$ cat config.mk
export PLATFORM = sky130hd
export DESIGN_NAME = cache_mem_arbiter
export DESIGN_NICKNAME = d
export VERILOG_FILES = /design/src/rtl/rv32i_types.sv /design/src/rtl/cache_mem_arbiter_pick.sv /design/src/rtl/cache_mem_arbiter.sv
export SDC_FILE = /design/constraint.sdc
export NUM_CORES = 1
export LEC_CHECK = 0
export BUFFER_PORTS_ARGS = -buffer_cell sky130_fd_sc_hd__clkbuf_2
export CAP_MARGIN = 20
export CORE_AREA = 2 2 533 535
export DETAILED_ROUTE_END_ITERATION = 10
export DIE_AREA = 0 0 535 537
export PLACE_DENSITY = 0.3
export SLEW_MARGIN = 20
export SYNTH_ARGS = -nofsm -noshare
export SYNTH_HDL_FRONTEND = slang
export SYNTH_SLANG_ARGS = --single-unit
$ cat constraint.sdc
create_clock -name clk -period 1.3 [get_ports clk]
set_clock_uncertainty 0.05 [all_clocks]
set_input_delay 0.065 -clock clk [delete_from_list [all_inputs] [get_ports clk]]
set_output_delay 0.065 -clock clk [all_outputs]
set_load 0.005 [all_outputs]
$ cat src/rtl/rv32i_types.sv
// rv32i_types: shared pipeline enums, including the cache/memory arbiter state and grant types
package rv32i_types;
  typedef enum logic [1:0] {IDLE, I_XFER, D_XFER} arb_state_t;
  typedef enum logic {GRANT_I, GRANT_D} arb_grant_t;
endpackage

$ cat src/rtl/cache_mem_arbiter_pick.sv
// cache_mem_arbiter_pick: chooses which cache wins the memory port; ARB_FAIR_EN alternates on contention
module cache_mem_arbiter_pick
  import rv32i_types::*;
(
  input  logic       i_req,
  input  logic       d_req,
  input  arb_grant_t last_grant,
  output logic       grant_valid,
  output arb_grant_t grant
);
  assign grant_valid = i_req | d_req;
`ifdef ARB_FAIR_EN
  // D normally wins, but yields to a waiting I right after its own grant
  assign grant = (d_req && !(i_req && last_grant == GRANT_D)) ? GRANT_D : GRANT_I;
`else
  logic unused_last_grant;
  assign unused_last_grant = last_grant == GRANT_D;
  assign grant = d_req ? GRANT_D : GRANT_I;
`endif
endmodule

$ cat src/rtl/cache_mem_arbiter.sv
// cache_mem_arbiter: shares one pmem port between I-cache and D-cache with registered pmem outputs.
// Define ARB_FAIR_EN to alternate grants when both caches contend; otherwise D has fixed priority.
module cache_mem_arbiter
  import rv32i_types::*;
#(
  parameter int LINE_W = 256,
  parameter int ADDR_W = 32
) (
  input  logic              clk,
  input  logic              rst_n,
  input  logic              i_read,
  input  logic [ADDR_W-1:0] i_address,
  output logic [LINE_W-1:0] i_rdata,
  output logic              i_resp,
  input  logic              d_read,
  input  logic              d_write,
  input  logic [ADDR_W-1:0] d_address,
  input  logic [LINE_W-1:0] d_wdata,
  output logic [LINE_W-1:0] d_rdata,
  output logic              d_resp,
  output logic              pmem_read,
  output logic              pmem_write,
  output logic [ADDR_W-1:0] pmem_address,
  output logic [LINE_W-1:0] pmem_wdata,
  input  logic [LINE_W-1:0] pmem_rdata,
  input  logic              pmem_resp,
  output logic              arb_busy
);
  arb_state_t        state_q, state_d;
  arb_grant_t        grant, last_grant;
  logic              grant_valid, take;
  logic              read_q, read_d, write_q, write_d;
  logic [ADDR_W-1:0] addr_q, addr_d;
  logic [LINE_W-1:0] wdata_q, wdata_d;

  cache_mem_arbiter_pick u_pick (
    .i_req       (i_read),
    .d_req       (d_read | d_write),
    .last_grant  (last_grant),
    .grant_valid (grant_valid),
    .grant       (grant)
  );

  assign take = state_q == IDLE && grant_valid;

`ifdef ARB_FAIR_EN
  arb_grant_t last_grant_q;
  always_ff @(posedge clk or negedge rst_n)
    if (!rst_n) last_grant_q <= GRANT_I;
    else if (take) last_grant_q <= grant;
  assign last_grant = last_grant_q;
`else
  assign last_grant = GRANT_I;
`endif

  always_comb begin
    state_d = state_q;
    read_d  = read_q;
    write_d = write_q;
    addr_d  = addr_q;
    wdata_d = wdata_q;
    if (take) begin
      state_d = grant == GRANT_D ? D_XFER : I_XFER;
      read_d  = grant == GRANT_D ? d_read & ~d_write : 1'b1;
      write_d = grant == GRANT_D && d_write;
      addr_d  = grant == GRANT_D ? d_address : i_address;
      wdata_d = grant == GRANT_D ? d_wdata : wdata_q;
    end else if (state_q != IDLE && pmem_resp) begin
      state_d = IDLE;
      read_d  = 1'b0;
      write_d = 1'b0;
    end
  end

  always_ff @(posedge clk or negedge rst_n) begin
    if (!rst_n) begin
      state_q <= IDLE;
      read_q  <= 1'b0;
      write_q <= 1'b0;
      addr_q  <= '0;
      wdata_q <= '0;
    end else begin
      state_q <= state_d;
      read_q  <= read_d;
      write_q <= write_d;
      addr_q  <= addr_d;
      wdata_q <= wdata_d;
    end
  end

  assign pmem_read    = read_q;
  assign pmem_write   = write_q;
  assign pmem_address = addr_q;
  assign pmem_wdata   = wdata_q;
  assign arb_busy     = state_q != IDLE;
  assign i_resp       = pmem_resp && state_q == I_XFER;
  assign d_resp       = pmem_resp && state_q == D_XFER;
  assign i_rdata      = pmem_rdata;
  assign d_rdata      = pmem_rdata;
endmodule

==> results of run 1 <==
[power breakdown]
group	switching (mW)	leakage, nW	internal (mW)
clock network	4.79	0.661	6.99
registers	3.58	3.41	13.7
logic	10.6	5.75	9.44
[metal layers]
layer / up-vias / GRT usage, % / part of all wire, %
met5: - / 0 / 0.011
met4: 2 / 3.460 / 4.6
met3: 278 / 8.753 / 23
met2: 1027 / 13.02 / 45
met1: 5058 / 6.521 / 27
li1: 4402 / - / -
[what timing repair did]
| action | in CTS | in global routing |
|---|---|---|
| endpoints found under the setup margin | 467 | 672 |
| resized for setup | 14 | 12 |
| buffers inserted | 2 | 0 |
| hold buffers | 327 | 0 |
| cloned | 0 | 2 |
| pin swaps | 1 | 0 |
| hold endpoints to repair | 584 | 0 |
[state kept, by name (all words and copies together), names as in the netlist]
| signal | count |
|---|---|
| state_q | 2 |
| pmem_write | 1 |
| pmem_wdata | 256 |
| pmem_address | 32 |
| pmem_read | 1 |
[stage by stage]
stage,setup TNS (ns),worst slack [ns]
after floorplan,-26.47,-0.1124
after global placement,-72.60,-0.3418
after detailed placement,-68.73,-0.3231
after CTS,-106.86,-0.3768
after global routing,-131.85,-0.3800
final,-96.25,-0.3359
[area by class of cell]
class                           count  area, sq um  area share, %
Inverter                            3        13.76        0.05647
Clock inverter                     13        166.4         0.6828
Tap cell                         3743         4683          19.21
Timing Repair Buffer             1012         7226          29.65
Multi-Input combinational cell    334         3759          15.42
Antenna cell                        8        20.02        0.08214
Sequential cell                   292         7308          29.98
Clock buffer                       60         1197          4.913
[path summary, 6_finish.rpt]
path / startpoint / cells past startpoint / slack (ns) / to
max: state_q[1] / 5 / -0.34 / pmem_wdata[171]
min: d_write / 4 / 0.07 / pmem_read
max reg2reg: state_q[1] / 5 / -0.34 / pmem_wdata[171]
min reg2reg: pmem_address[19] / 1 / 0.45 / pmem_address[19]
max in group asynchronous: rst_n / 5 / -0.10 / pmem_wdata[247]
min in group asynchronous: rst_n / 3 / 0.61 / pmem_wdata[0]
[worst max-delay path: stages (launching register included)]
cell and delay [ns]:
dfrtp_1 0.43, nor2_4 0.08, o21ai_4 0.11, buf_12 0.22, clkbuf_16 0.23, mux2_2 0.34
[cells by family after synthesis]
| kind of cell | Yosys count |
|---|---|
| buffers and inverters | 549 |
| AO/OA/AOI/OAI | 6 |
| multiplexers | 321 |
| flip-flops | 292 |
| AND/OR/NAND/NOR | 7 |
[cells in the mapped netlist (all sizes together)]
| cell type | number | area [sq um] |
|---|---|---|
| nand2 | 1 | 3.750 |
| nor2 | 2 | 22.52 |
| and3 | 2 | 12.51 |
| dfrtp | 292 | 7307 |
| inv | 3 | 11.26 |
| mux2 | 320 | 3618 |
| a31o | 1 | 8.760 |
| mux2i | 1 | 10.01 |
| clkbuf | 3 | 41.29 |
| nand3 | 1 | 5.000 |
| o21ai | 4 | 23.77 |
| and2 | 1 | 7.510 |
| o31ai | 1 | 21.27 |
| buf | 543 | 4144 |
==> metrics.cfg, run 1 <==
[power_and_ir_drop]
ir_worst_vdd_uv=1026
leakagePower_nw=9.816
power.density_mw_per_mm2=2017
p_total_mw=49.17

[floorplanning]
core_sq_mm=0.2813
fp.dieW_microns=535
io_pins=1387
start_util_pct=5.416
die_h_microns=537
design.die.area_sq_mm=0.2873
row_count=195

[logic_synthesis]
synthMuxAreaShare_pct=23.81
yosys.area_share.simple_pct=0.3367
ys_ff_latch=292
synth_compound_area_share_pct=0.3531
synth_cell_types=19
synthAdderAreaFrac_pct=0
synthesis.nets=1757
syn-cell-area_sq_mm=0.01524
synth_area_per_cell_sq_um=12.97
synth_top_family_by_area=buffers and inverters
synth-warning-count=0
ys_seq_area_share_pct=47.96
synth_xor_area_share_pct=0
syn_inst=1175

[global_routing]
grt_pass1_vias=12346
grt_usage_pct=8.234
grt-ovfl-total=0
grt_pass1_wl_microns=148600
antenna_found_initial=30
grt_max_degree=34

[timing]
max_freq_mhz=611.3
hold_violations=0
fin_crit_sh_pct=125.8
relSlewSlack_pct=49.17
worst_slew_pin_slew_ns=0.7599
worst_slack_ns=-0.3359
rsz0062_at_grt=true
final_max_slew_viol_count=0
whs_ns=0.06888
fin_crit_ns=1.636
setup_violations=582

[placed_design]
port_buffers=618
dp_cells=5053
gp_congestion=0.7620
dpl.hpwl_microns=110100
place_area_sq_mm=0.01956

[clock_network]
clkTransAtPathRegs_ns=0.06
clk_latency_ns=0.61
root_buffer=clkbuf_16
numCtsBuffers=41
cts.sinks=292
cts_tree=yes
htreeDepth=2
clk_path_buf_depth=3

[drt]
ant_nets=0
vias=10767
drc_errors=0
routed_via_density=1.970
avgRoutedWirePerCell_microns=22.49
first_pass_iters=4
wl_microns=122900
first_iter_violations=282

[status]
violations=setup timing
status=finished, violations left

[worst_hold_path]
hold_class=in -> reg

[setup_path]
path_class=reg -> reg
cp_max_fo=15
worstPathRequired_ns=1.75
arrival_ns=2.09
endpoint_kind=register
cp-start-kind=register

[cells_and_area]
fillers=32651
final_cells=5465
final_common_cell=clkbuf_2
fin_nets=2266
drive_above_1_share_pct=62.95
final_cell_mix=clkbuf_2, dlygate4sd3_1, mux2_2
stdcell_area_sq_mm=0.02437
utilization_pct=8.664
syn2layout_area_growth_pct=59.96

[flow_run]
cap_violations=0

(Power assumes the default switching activity.)
==> inputs of run 2 (changes only) <==
--- a/config.mk
+++ b/config.mk
@@ -7,9 +7,9 @@
 export LEC_CHECK = 0
 export BUFFER_PORTS_ARGS = -buffer_cell sky130_fd_sc_hd__clkbuf_2
 export CAP_MARGIN = 20
-export CORE_AREA = 2 2 533 535
+export CORE_AREA = 2 2 546 548
 export DETAILED_ROUTE_END_ITERATION = 10
-export DIE_AREA = 0 0 535 537
+export DIE_AREA = 0 0 548 550
 export PLACE_DENSITY = 0.3
 export SLEW_MARGIN = 20
 export SYNTH_ARGS = -nofsm -noshare
==> constraint.sdc (replaced) <==
create_clock -name clk -period 2.05 [get_ports clk]
set_clock_uncertainty 0.05 [all_clocks]
set_input_delay 0.1025 -clock clk [delete_from_list [all_inputs] [get_ports clk]]
set_output_delay 0.1025 -clock clk [all_outputs]
set_load 0.005 [all_outputs]
==> run 2 against run 1 <==
Against the previous run: the run now ends clean; final cell count up 3.0%; cell area down 0.90%; count of clock-buffer cells in the layout down 4; via count about the same; combinational power down 34%.
==> metrics.cfg, run 2 (synthesis results as in run 1) <==
[clock_network]
htreeDepth=2  ; unchanged
clk_path_buf_depth=3  ; unchanged
cts_tree=yes
clkTransAtPathRegs_ns=0.06  ; about the same
cts_hold_buf=328  ; +0.31%
cts_resized=0  ; -14
clk_latency_ns=0.63  ; +0.02 ns
numCtsBuffers=39  ; -4.9%
post-cts-setup-buffer-count=0  ; -2
root_buffer=clkbuf_16
cts.sinks=292  ; unchanged

[drt]
first_iter_violations=351  ; +24%
first_pass_iters=4  ; unchanged
drc_errors=0  ; unchanged
routed_via_density=1.913  ; -2.9%
ant_nets=0  ; unchanged
wl_microns=128100  ; +4.2%
avgRoutedWirePerCell_microns=22.77  ; +1.2%
vias=10769  ; +0.019%

[setup_path]
critPathBufInv=4  ; +2
critPathSlowestCell=dlygate4sd3_1
arrival_ns=2.44  ; +0.35 ns
path_class=in -> reg
cp-start-kind=input port
critical-path-max-stage-delay_ns=0.60  ; +0.17 ns
cp_max_fo=33  ; +18
worstPathRequired_ns=2.51  ; +0.76 ns
cp_cell_sequence=dlygate4sd3_1 -> clkbuf_2 -> nor2_4 -> buf_12 -> mux2_2 -> dlygate4sd3_1 -> mux2_2
cp_top_family=buffers and inverters
endpoint_kind=register

[timing]
setup_tns_ns=0  ; +96.25 ns
whs_ns=0.08810  ; +0.01922 ns
hold_violations=0  ; unchanged
max_freq_mhz=504.5
fin_crit_sh_pct=96.69
worst_slew_pin_slew_ns=0.7375  ; -0.02245 ns
fin_crit_ns=1.982
rsz0062_at_grt=false
relSlewSlack_pct=50.83  ; +1.7 points
setup_violations=0  ; -100%
final_max_slew_viol_count=0  ; unchanged

[cells_and_area]
syn2layout_area_growth_pct=58.52
largest_reg_flops=256  ; unchanged
final_cells=5628  ; +3.0%
drive_above_1_share_pct=61.92  ; -1.0 points
fin_nets=2228  ; -1.7%
final_cell_mix=clkbuf_2, dlygate4sd3_1, mux2_2
final_common_cell=clkbuf_2

[global_routing]
grt_pass1_wl_microns=154400  ; +3.9%
grt_max_degree=47  ; +38%
grt-ovfl-total=0  ; unchanged
grt_usage_pct=8.189  ; -0.046 points
antenna_found_initial=68  ; +130%
grt_pass1_vias=12193  ; -1.2%

[power_and_ir_drop]
power.density_mw_per_mm2=1301  ; -36%
leakagePower_nw=9.564  ; -2.6%
ir_worst_vdd_uv=595.7  ; -42%

[floorplanning]
io_pins=1387  ; unchanged
die_h_microns=550  ; +2.4%
start_util_pct=5.156  ; -0.26 points
core_sq_mm=0.2955  ; +5.1%
design.die.area_sq_mm=0.3014  ; +4.9%
row_count=200  ; +2.6%
fp.dieW_microns=548  ; +2.4%

[worst_hold_path]
hold_class=in -> reg

[placed_design]
dp_cells=5216  ; +3.2%
gp_congestion=0.7920  ; +3.9%
port_buffers=618  ; unchanged
dpl.hpwl_microns=114200  ; +3.8%

[status]
status=finished clean

[flow_run]
cap_violations=0  ; unchanged

run 2: cell types whose count changed in the layout (fill, tap and decap cells not counted), sizes merged:
cell      before  now
buf           68   32
diode          8   16
clkbuf       677  673
clkinv         2    6
inv            8    5
clkinvlp       3    1
run 2: cell type report:
class	count	area, sq um
clock inverter	12	185.2
multi-input combinational	334	3741
sequential	292	7307
fill	34398	271400
tap	3939	4928
timing repair buffer	976	6792
inverter	3	11.26
antenna	16	40.04
clock buffer	56	1150
run 2: worst paths after layout:
kind | start | endpoint | slack, ns | cells past startpoint
worst max-delay path | d_write | pmem_address[26] | 0.07 | 7
worst min-delay path | d_read | pmem_wdata[67] | 0.09 | 3
worst max register to register | state_q[1] | pmem_wdata[214] | 0.18 | 5
worst min register to register | pmem_address[20] | pmem_address[20] | 0.45 | 1
max in group asynchronous | rst_n | pmem_wdata[213] | 0.88 | 4
min in group asynchronous | rst_n | pmem_wdata[6] | 0.50 | 3
run 2: report_power, final:
part | total, mW | internal (mW) | switching [mW]
clock | 7.37 | 4.30 | 3.07
sequential | 10.8 | 8.71 | 2.11
combinational | 13.2 | 5.65 | 7.58
total | 31.4 | 18.7 | 12.8
run 2: worst reg2reg max path, delay by kind of cell (launching register included):
kind,cells,cell delay [ns]
buffers and inverters,2,0.53
multiplexers,1,0.44
flip-flops,1,0.43
AO/OA/AOI/OAI,1,0.19
AND/OR/NAND/NOR,1,0.09
run 2: through the flow:
| stage | worst slack (ns) | instance area [sq um] | utilization [%] | power, mW |
|---|---|---|---|---|
| 6_report | 0.06782 | 24150 | 8.173 | 31.42 |
| 3_3_place_gp | 0.2123 | 19480 | 6.591 | 24.06 |
| 2_1_floorplan | 0.5935 | 15240 | - | 15.46 |
| 5_1_grt | 0.04441 | 24120 | 8.161 | 33.93 |
| 3_5_place_dp | 0.1995 | 19480 | 6.591 | 24.01 |
| 4_1_cts | 0.1458 | 24110 | 8.160 | 32.46 |
run 2: metal layers:
layer  vias to the layer above  GRT usage (%)  routed length [microns]  part of all wire (%)
met3                       320          8.923                    30970                    24
met2                      1071          12.82                    56620                    44
met4                         2          2.951                     4898                   3.8
met1                      5044          6.616                    35610                    28
li1                       4332              -                        -                     -
met5                         -         0.1094                       27                 0.021
